[src/rtl/lnrv_ifu_itcm_ctrl.sv]
// ---------------------------------------------------------------------------
// lnrv_ifu_itcm_ctrl
//
// Instruction TCM controller placed directly upstream of the IFU fetch stage.
// It terminates the fetch command/response channels and drives a single-port
// synchronous SRAM that has one cycle of read latency. When the fetch stage
// stalls, one response is parked in an internal hold register. Misaligned or
// out-of-window accesses return an error without touching the SRAM. Writes
// return an error too unless the write feature is compiled in.
//
// Optional feature macro: LNRV_ITCM_WRITE_EN
//   defined     : aligned in-window writes go to the SRAM (byte masked).
//   not defined : every write is answered with an error, sram_we tied low.
//
// Parameters
//   P_ADDR_BASE  : byte base address of the ITCM window
//   P_DEPTH_LOG2 : log2 of SRAM depth in 32-bit words
//
// Ports
//   i_clk, i_reset_n          : clock, synchronous active-low reset
//   i_cmd_vld / o_cmd_rdy     : command handshake
//   i_cmd_write               : 1 = write, 0 = read
//   i_cmd_addr                : byte address
//   i_cmd_wdata / i_cmd_wstrb : write data and byte strobes
//   o_rsp_vld / i_rsp_rdy     : response handshake
//   o_rsp_rdata / o_rsp_err   : read data (0 unless good read) and error flag
//   o_sram_*                  : SRAM chip select, write enable, word address,
//                               write data, byte write mask
//   i_sram_rdata              : SRAM read data, valid the cycle after a read
// ---------------------------------------------------------------------------
module lnrv_ifu_itcm_ctrl #(
    parameter logic [31:0] P_ADDR_BASE  = 32'h0000_0000,
    parameter int          P_DEPTH_LOG2 = 14
) (
    input  logic                    i_clk,
    input  logic                    i_reset_n,
    input  logic                    i_cmd_vld,
    output logic                    o_cmd_rdy,
    input  logic                    i_cmd_write,
    input  logic [31:0]             i_cmd_addr,
    input  logic [31:0]             i_cmd_wdata,
    input  logic [3:0]              i_cmd_wstrb,
    output logic                    o_rsp_vld,
    input  logic                    i_rsp_rdy,
    output logic [31:0]             o_rsp_rdata,
    output logic                    o_rsp_err,
    output logic                    o_sram_cs,
    output logic                    o_sram_we,
    output logic [P_DEPTH_LOG2-1:0] o_sram_addr,
    output logic [31:0]             o_sram_wdata,
    output logic [3:0]              o_sram_wem,
    input  logic [31:0]             i_sram_rdata
);

    typedef enum logic [1:0] {
        ST_IDLE = 2'b00,
        ST_RESP = 2'b01,
        ST_HOLD = 2'b10
    } state_t;

    state_t      r_state;
    state_t      w_state_nxt;
    logic        r_is_read;
    logic        r_err;
    logic [31:0] r_hold_data;

    logic [31:0] w_offs;
    logic        w_in_range;
    logic        w_misalgn;
    logic        w_good;
    logic        w_cmd_rdy;
    logic        w_cmd_hsked;
    logic [31:0] w_rsp_rdata;

    // Address decode; an address below the base wraps to a huge offset and
    // therefore falls out of range on its own.
    assign w_offs     = i_cmd_addr - P_ADDR_BASE;
    assign w_in_range = (w_offs >> (P_DEPTH_LOG2 + 2)) == 32'd0;
    assign w_misalgn  = i_cmd_addr[1:0] != 2'b00;

`ifdef LNRV_ITCM_WRITE_EN
    assign w_good    = w_in_range & ~w_misalgn;
    assign o_sram_we = o_sram_cs & i_cmd_write;
`else
    assign w_good    = w_in_range & ~w_misalgn & ~i_cmd_write;
    assign o_sram_we = 1'b0;
`endif

    // A new command is taken when nothing is pending or the pending response
    // leaves this very cycle; reset_n gating keeps the channel closed in reset.
    assign w_cmd_rdy   = i_reset_n & ((r_state == ST_IDLE) | i_rsp_rdy);
    assign w_cmd_hsked = i_cmd_vld & w_cmd_rdy;
    assign o_cmd_rdy   = w_cmd_rdy;

    assign o_sram_cs    = w_cmd_hsked & w_good;
    assign o_sram_addr  = w_offs[P_DEPTH_LOG2+1:2];
    assign o_sram_wdata = i_cmd_wdata;
    assign o_sram_wem   = i_cmd_wstrb;

    // Next-state selection for the response tracker.
    always_comb begin
        w_state_nxt = r_state;
        case (r_state)
            ST_IDLE: begin
                if (w_cmd_hsked) begin
                    w_state_nxt = ST_RESP;
                end else begin
                    w_state_nxt = ST_IDLE;
                end
            end
            ST_RESP, ST_HOLD: begin
                if (!i_rsp_rdy) begin
                    w_state_nxt = ST_HOLD;
                end else if (w_cmd_hsked) begin
                    w_state_nxt = ST_RESP;
                end else begin
                    w_state_nxt = ST_IDLE;
                end
            end
            default: w_state_nxt = ST_IDLE;
        endcase
    end

    // Response data: live SRAM output right after the read, parked copy once
    // stalled, zero for writes, errors and when no response is presented.
    always_comb begin
        w_rsp_rdata = 32'd0;
        if (i_reset_n && r_is_read) begin
            case (r_state)
                ST_RESP: w_rsp_rdata = i_sram_rdata;
                ST_HOLD: w_rsp_rdata = r_hold_data;
                default: w_rsp_rdata = 32'd0;
            endcase
        end else begin
            w_rsp_rdata = 32'd0;
        end
    end

    assign o_rsp_vld   = i_reset_n & (r_state != ST_IDLE);
    assign o_rsp_err   = o_rsp_vld & r_err;
    assign o_rsp_rdata = w_rsp_rdata;

    // State register, per-response flags and stall hold register.
    always_ff @(posedge i_clk) begin
        if (!i_reset_n) begin
            r_state     <= ST_IDLE;
            r_is_read   <= 1'b0;
            r_err       <= 1'b0;
            r_hold_data <= 32'd0;
        end else begin
            r_state <= w_state_nxt;
            if (w_cmd_hsked) begin
                r_is_read <= w_good & ~i_cmd_write;
                r_err     <= ~w_good;
            end
            // The SRAM output is only valid for one cycle, so capture it the
            // moment the first stall cycle is seen. r_err needs no copy: no
            // command can be accepted while the response is stalled.
            if ((r_state == ST_RESP) && !i_rsp_rdy) begin
                r_hold_data <= r_is_read ? i_sram_rdata : 32'd0;
            end
        end
    end

endmodule

[config.mk]
export PLATFORM = sky130hd
export DESIGN_NAME = lnrv_ifu_itcm_ctrl
export DESIGN_NICKNAME = d
export VERILOG_FILES = /design/src/rtl/lnrv_ifu_itcm_ctrl.sv
export SDC_FILE = /design/constraint.sdc
export NUM_CORES = 1
export LEC_CHECK = 0
export BUFFER_PORTS_ARGS = -buffer_cell sky130_fd_sc_hd__buf_2
export CORE_MARGIN = 8
export CORE_UTILIZATION = 35
export DETAILED_ROUTE_END_ITERATION = 10
export PLACE_DENSITY = 0.79
export SYNTH_ARGS = -nofsm -noshare
export SYNTH_HDL_FRONTEND = slang
export SYNTH_SLANG_ARGS = --single-unit
[constraint.sdc]
create_clock -name i_clk -period 3.4 [get_ports i_clk]
set_input_delay 0.68 -clock i_clk [delete_from_list [all_inputs] [get_ports i_clk]]
set_output_delay 0.68 -clock i_clk [all_outputs]
set_load 0.005 [all_outputs]
==> results.json <==
{
  "ios": 192,
  "grt_max_degree": 39,
  "grt_usage_pct": 13.3,
  "grt-busiest-layer": "met2",
  "avgViaCountPerCell": 5.43,
  "final_max_slew_viol_count": 0,
  "n_antenna_cell": 0,
  "setup.worst_path.class": "flop to output pin",
  "grt.overflow.total": 0,
  "drc": 0,
  "worstPathArrival_ps": 2220,
  "rsz0062_at_grt": "false",
  "cts.path.max_buffers": 2,
  "use_met2_pct": 22.1,
  "worstMarginPinSlew_ps": 1250,
  "timing.hold.ws_ps": 450,
  "synth_xor_area_share_pct": 0,
  "synthSimpleGateAreaFrac_pct": 22.2,
  "r2r_end": "r_hold_data[24]$_SDFFE_PN0P_",
  "synth.distinct_cells": 25,
  "cp_data_required_time_ps": 2720,
  "ctsHoldBuffers": 0,
  "hold_viol_final": 0,
  "status": "complete, no violations",
  "maxSlewHeadroom_pct": 16.8,
  "dpl.hpwl_mm": 4.73,
  "power.density_nw_per_um2": 345,
  "grt.met3_usage_pct": 5.97,
  "cts_num_sinks": 36,
  "fin_crit_ps": 2900,
  "synthArstFlopShare_pct": 0,
  "placedCellCount": 399,
  "worstHoldPathCells": 2,
  "cts-root-buf": "clkbuf_8",
  "ant_nets": 0,
  "avgSynthCellArea_sq_um": 7.57,
  "routed_wl_mm": 6.62,
  "synth-seq-area-share_pct": 31.5,
  "cts-htree-levels": 2,
  "cts_tree": "yes",
  "ff2ff_setup_slack_ps": 1130,
  "setup_tns_ps": 0,
  "dr.pass1.iters": 4,
  "synth_top_family_by_area": "compound AO/OA/AOI/OAI gates",
  "clock_latency_ps": 280,
  "setup_viol": 0,
  "yosys.area_share.adder_pct": 2.19,
  "place.gp.congestion": 0.741,
  "peakVddDrop_mv": 0.180,
  "finalNonFillerCells": 406,
  "clk_pin_slew_ps": 70,
  "p_leak_uw": 0.000987,
  "ys_ff_latch": 36,
  "fin_crit_sh_pct": 85.3,
  "max_freq_mhz": 345,
  "syn_nets": 411,
  "numCtsBuffers": 5,
  "rows": 29,
  "rr_worst_depth": 7,
  "yosys_most_used_dff": "dfxtp_1",
  "post_cts_resized": 0,
  "crit_path_end_kind": "output pin",
  "hp-start": "r_hold_data[28]$_SDFFE_PN0P_",
  "utilization_pct": 39.3,
  "initial_core_util_pct": 36.0,
  "wl_per_cell_microns": 16.3,
  "use_met1_pct": 13.9,
  "design.core.area_sq_um": 6350,
  "io_buffers": 90,
  "muxShareOfSynthArea_pct": 0,
  "rr_startpoint": "r_state[1]$_SDFF_PN0_",
  "crit_path_max_fanout": 18,
  "clock_skew_ps": 5.30,
  "grt_pass1_vias": 2279,
  "nets": 438,
  "synth_edf_count": 0,
  "antenna_found_initial": 0,
  "grt_pass1_wl_mm": 10.7,
  "die_h_microns": 96.8,
  "die_area_sq_um": 9380,
  "holdPathEnd": "r_hold_data[28]$_SDFFE_PN0P_",
  "critPathLaunchType": "flop",
  "fillCellCount": 662,
  "cts_setup_buffers": 0,
  "synthCells": 302,
  "dieWidth_microns": 96.8,
  "drive_gt1_share_pct": 31.9,
  "dr.first_iter.drc_count": 94,
  "vias": 2205,
  "hp-class": "flop to flop",
  "yosysWarnings": 0,
  "synth_compound_area_share_pct": 22.5,
  "syn2layout_area_growth_pct": 9.08,
  "synth_area_sq_um": 2290,
  "max_cap_viol_count": 0
}
==> power breakdown <==
group / leakage [uW] / internal [uW] / switching (uW)
sequential: 0.000290 / 424 / 1.93
clock: 0.0000503 / 181 / 147
combinational: 0.000646 / 46.1 / 60.7
total: 0.000987 / 651 / 209
==> kinds of logic (layout without fill, tap and decap cells) <==
logic type,count (synthesis),after routing
compound gates,68,68
fa+ha+maj,4,4
buf+inv,78,105
flops,36,36
other cells,1,1
simple gates,115,115
==> per-layer routing <==
layer	vias to the layer above	part of all wire [%]
met4	0	3.3
met2	112	46
met5	-	0
li1	1033	-
met1	1025	40
met3	35	11
==> layout by cell type (no fill, tap or decap) <==
master / count
and2_1: 1
o21a_1: 1
nor2b_1: 1
nor3_1: 2
nand2b_1: 1
a21boi_0: 20
nor2_1: 34
or4_1: 1
inv_1: 2
nand2_1: 35
o211ai_1: 1
nor2b_2: 1
a21boi_1: 12
dfxtp_1: 36
o41ai_1: 1
nor4_1: 3
ha_1: 4
a22oi_1: 32
buf_2: 90
nand3_1: 35
or4_4: 1
conb_1: 1
clkbuf_8: 7
o41a_1: 1
buf_4: 6
==> state kept, by name (all words and copies together), names as in the netlist <==
| signal | cells |
|---|---|
| r_hold_data | 32 |
| r_state | 2 |
| r_err | 1 |
| r_is_read | 1 |
==> synth_stat cells, types with 2 or more instances <==
library cell / n / share of area [%]
a21boi_0: 20 / 6.6
a21boi_1: 12 / 3.9
a22oi_1: 32 / 11
buf_1: 2 / 0.33
buf_2: 5 / 1.1
buf_4: 51 / 17
clkbuf_1: 18 / 3.0
dfxtp_1: 36 / 32
ha_1: 4 / 2.2
inv_1: 2 / 0.33
nand2_1: 35 / 5.7
nand3_1: 35 / 7.7
nor2_1: 34 / 5.6
nor2b_1: 2 / 0.55
nor3_1: 2 / 0.44
nor4_1: 3 / 0.82
==> how the worst max path moves through the flow <==
stage                          startpoint              end  slack (ps)  cells after the start
detailed placement              i_reset_n  o_rsp_rdata[14]         720                      5
global route        r_state[0]$_SDFF_PN0_   o_rsp_rdata[1]         240                      5
CTS                 r_state[0]$_SDFF_PN0_  o_rsp_rdata[14]         430                      6
global placement                i_reset_n   o_rsp_rdata[7]         790                      5
finish              r_state[0]$_SDFF_PN0_  o_rsp_rdata[14]         500                      6
floorplan                  i_cmd_addr[21]        o_sram_cs        1200                      2
==> final cells by class <==
type | count | area (sq um) | share of cell area [%]
Clock buffer | 7 | 96.3 | 3.86
Inverter | 2 | 7.51 | 0.301
Multi-Input combinational cell | 188 | 1080 | 43.2
Sequential cell | 36 | 721 | 28.9
Tap cell | 77 | 96.3 | 3.86
Timing Repair Buffer | 96 | 495 | 19.9
==> worst max-delay path: stages (launching register included) <==
cell and delay, ps:
dfxtp_1 360, inv_1 70, ha_1 320, nand3_1 490, buf_4 420, nor2_1 130
buf_2 140
==> stage by stage <==
step | area (sq um) | setup slack, ps | total power [uW]
2_1_floorplan | 2290 | 1200 | 537
3_3_place_gp | 2400 | 789 | 540
3_5_place_dp | 2400 | 723 | 543
4_1_cts | 2490 | 430 | 879
5_1_grt | 2490 | 240 | 905
6_report | 2490 | 500 | 860
Power figures use the tool's default switching activity.
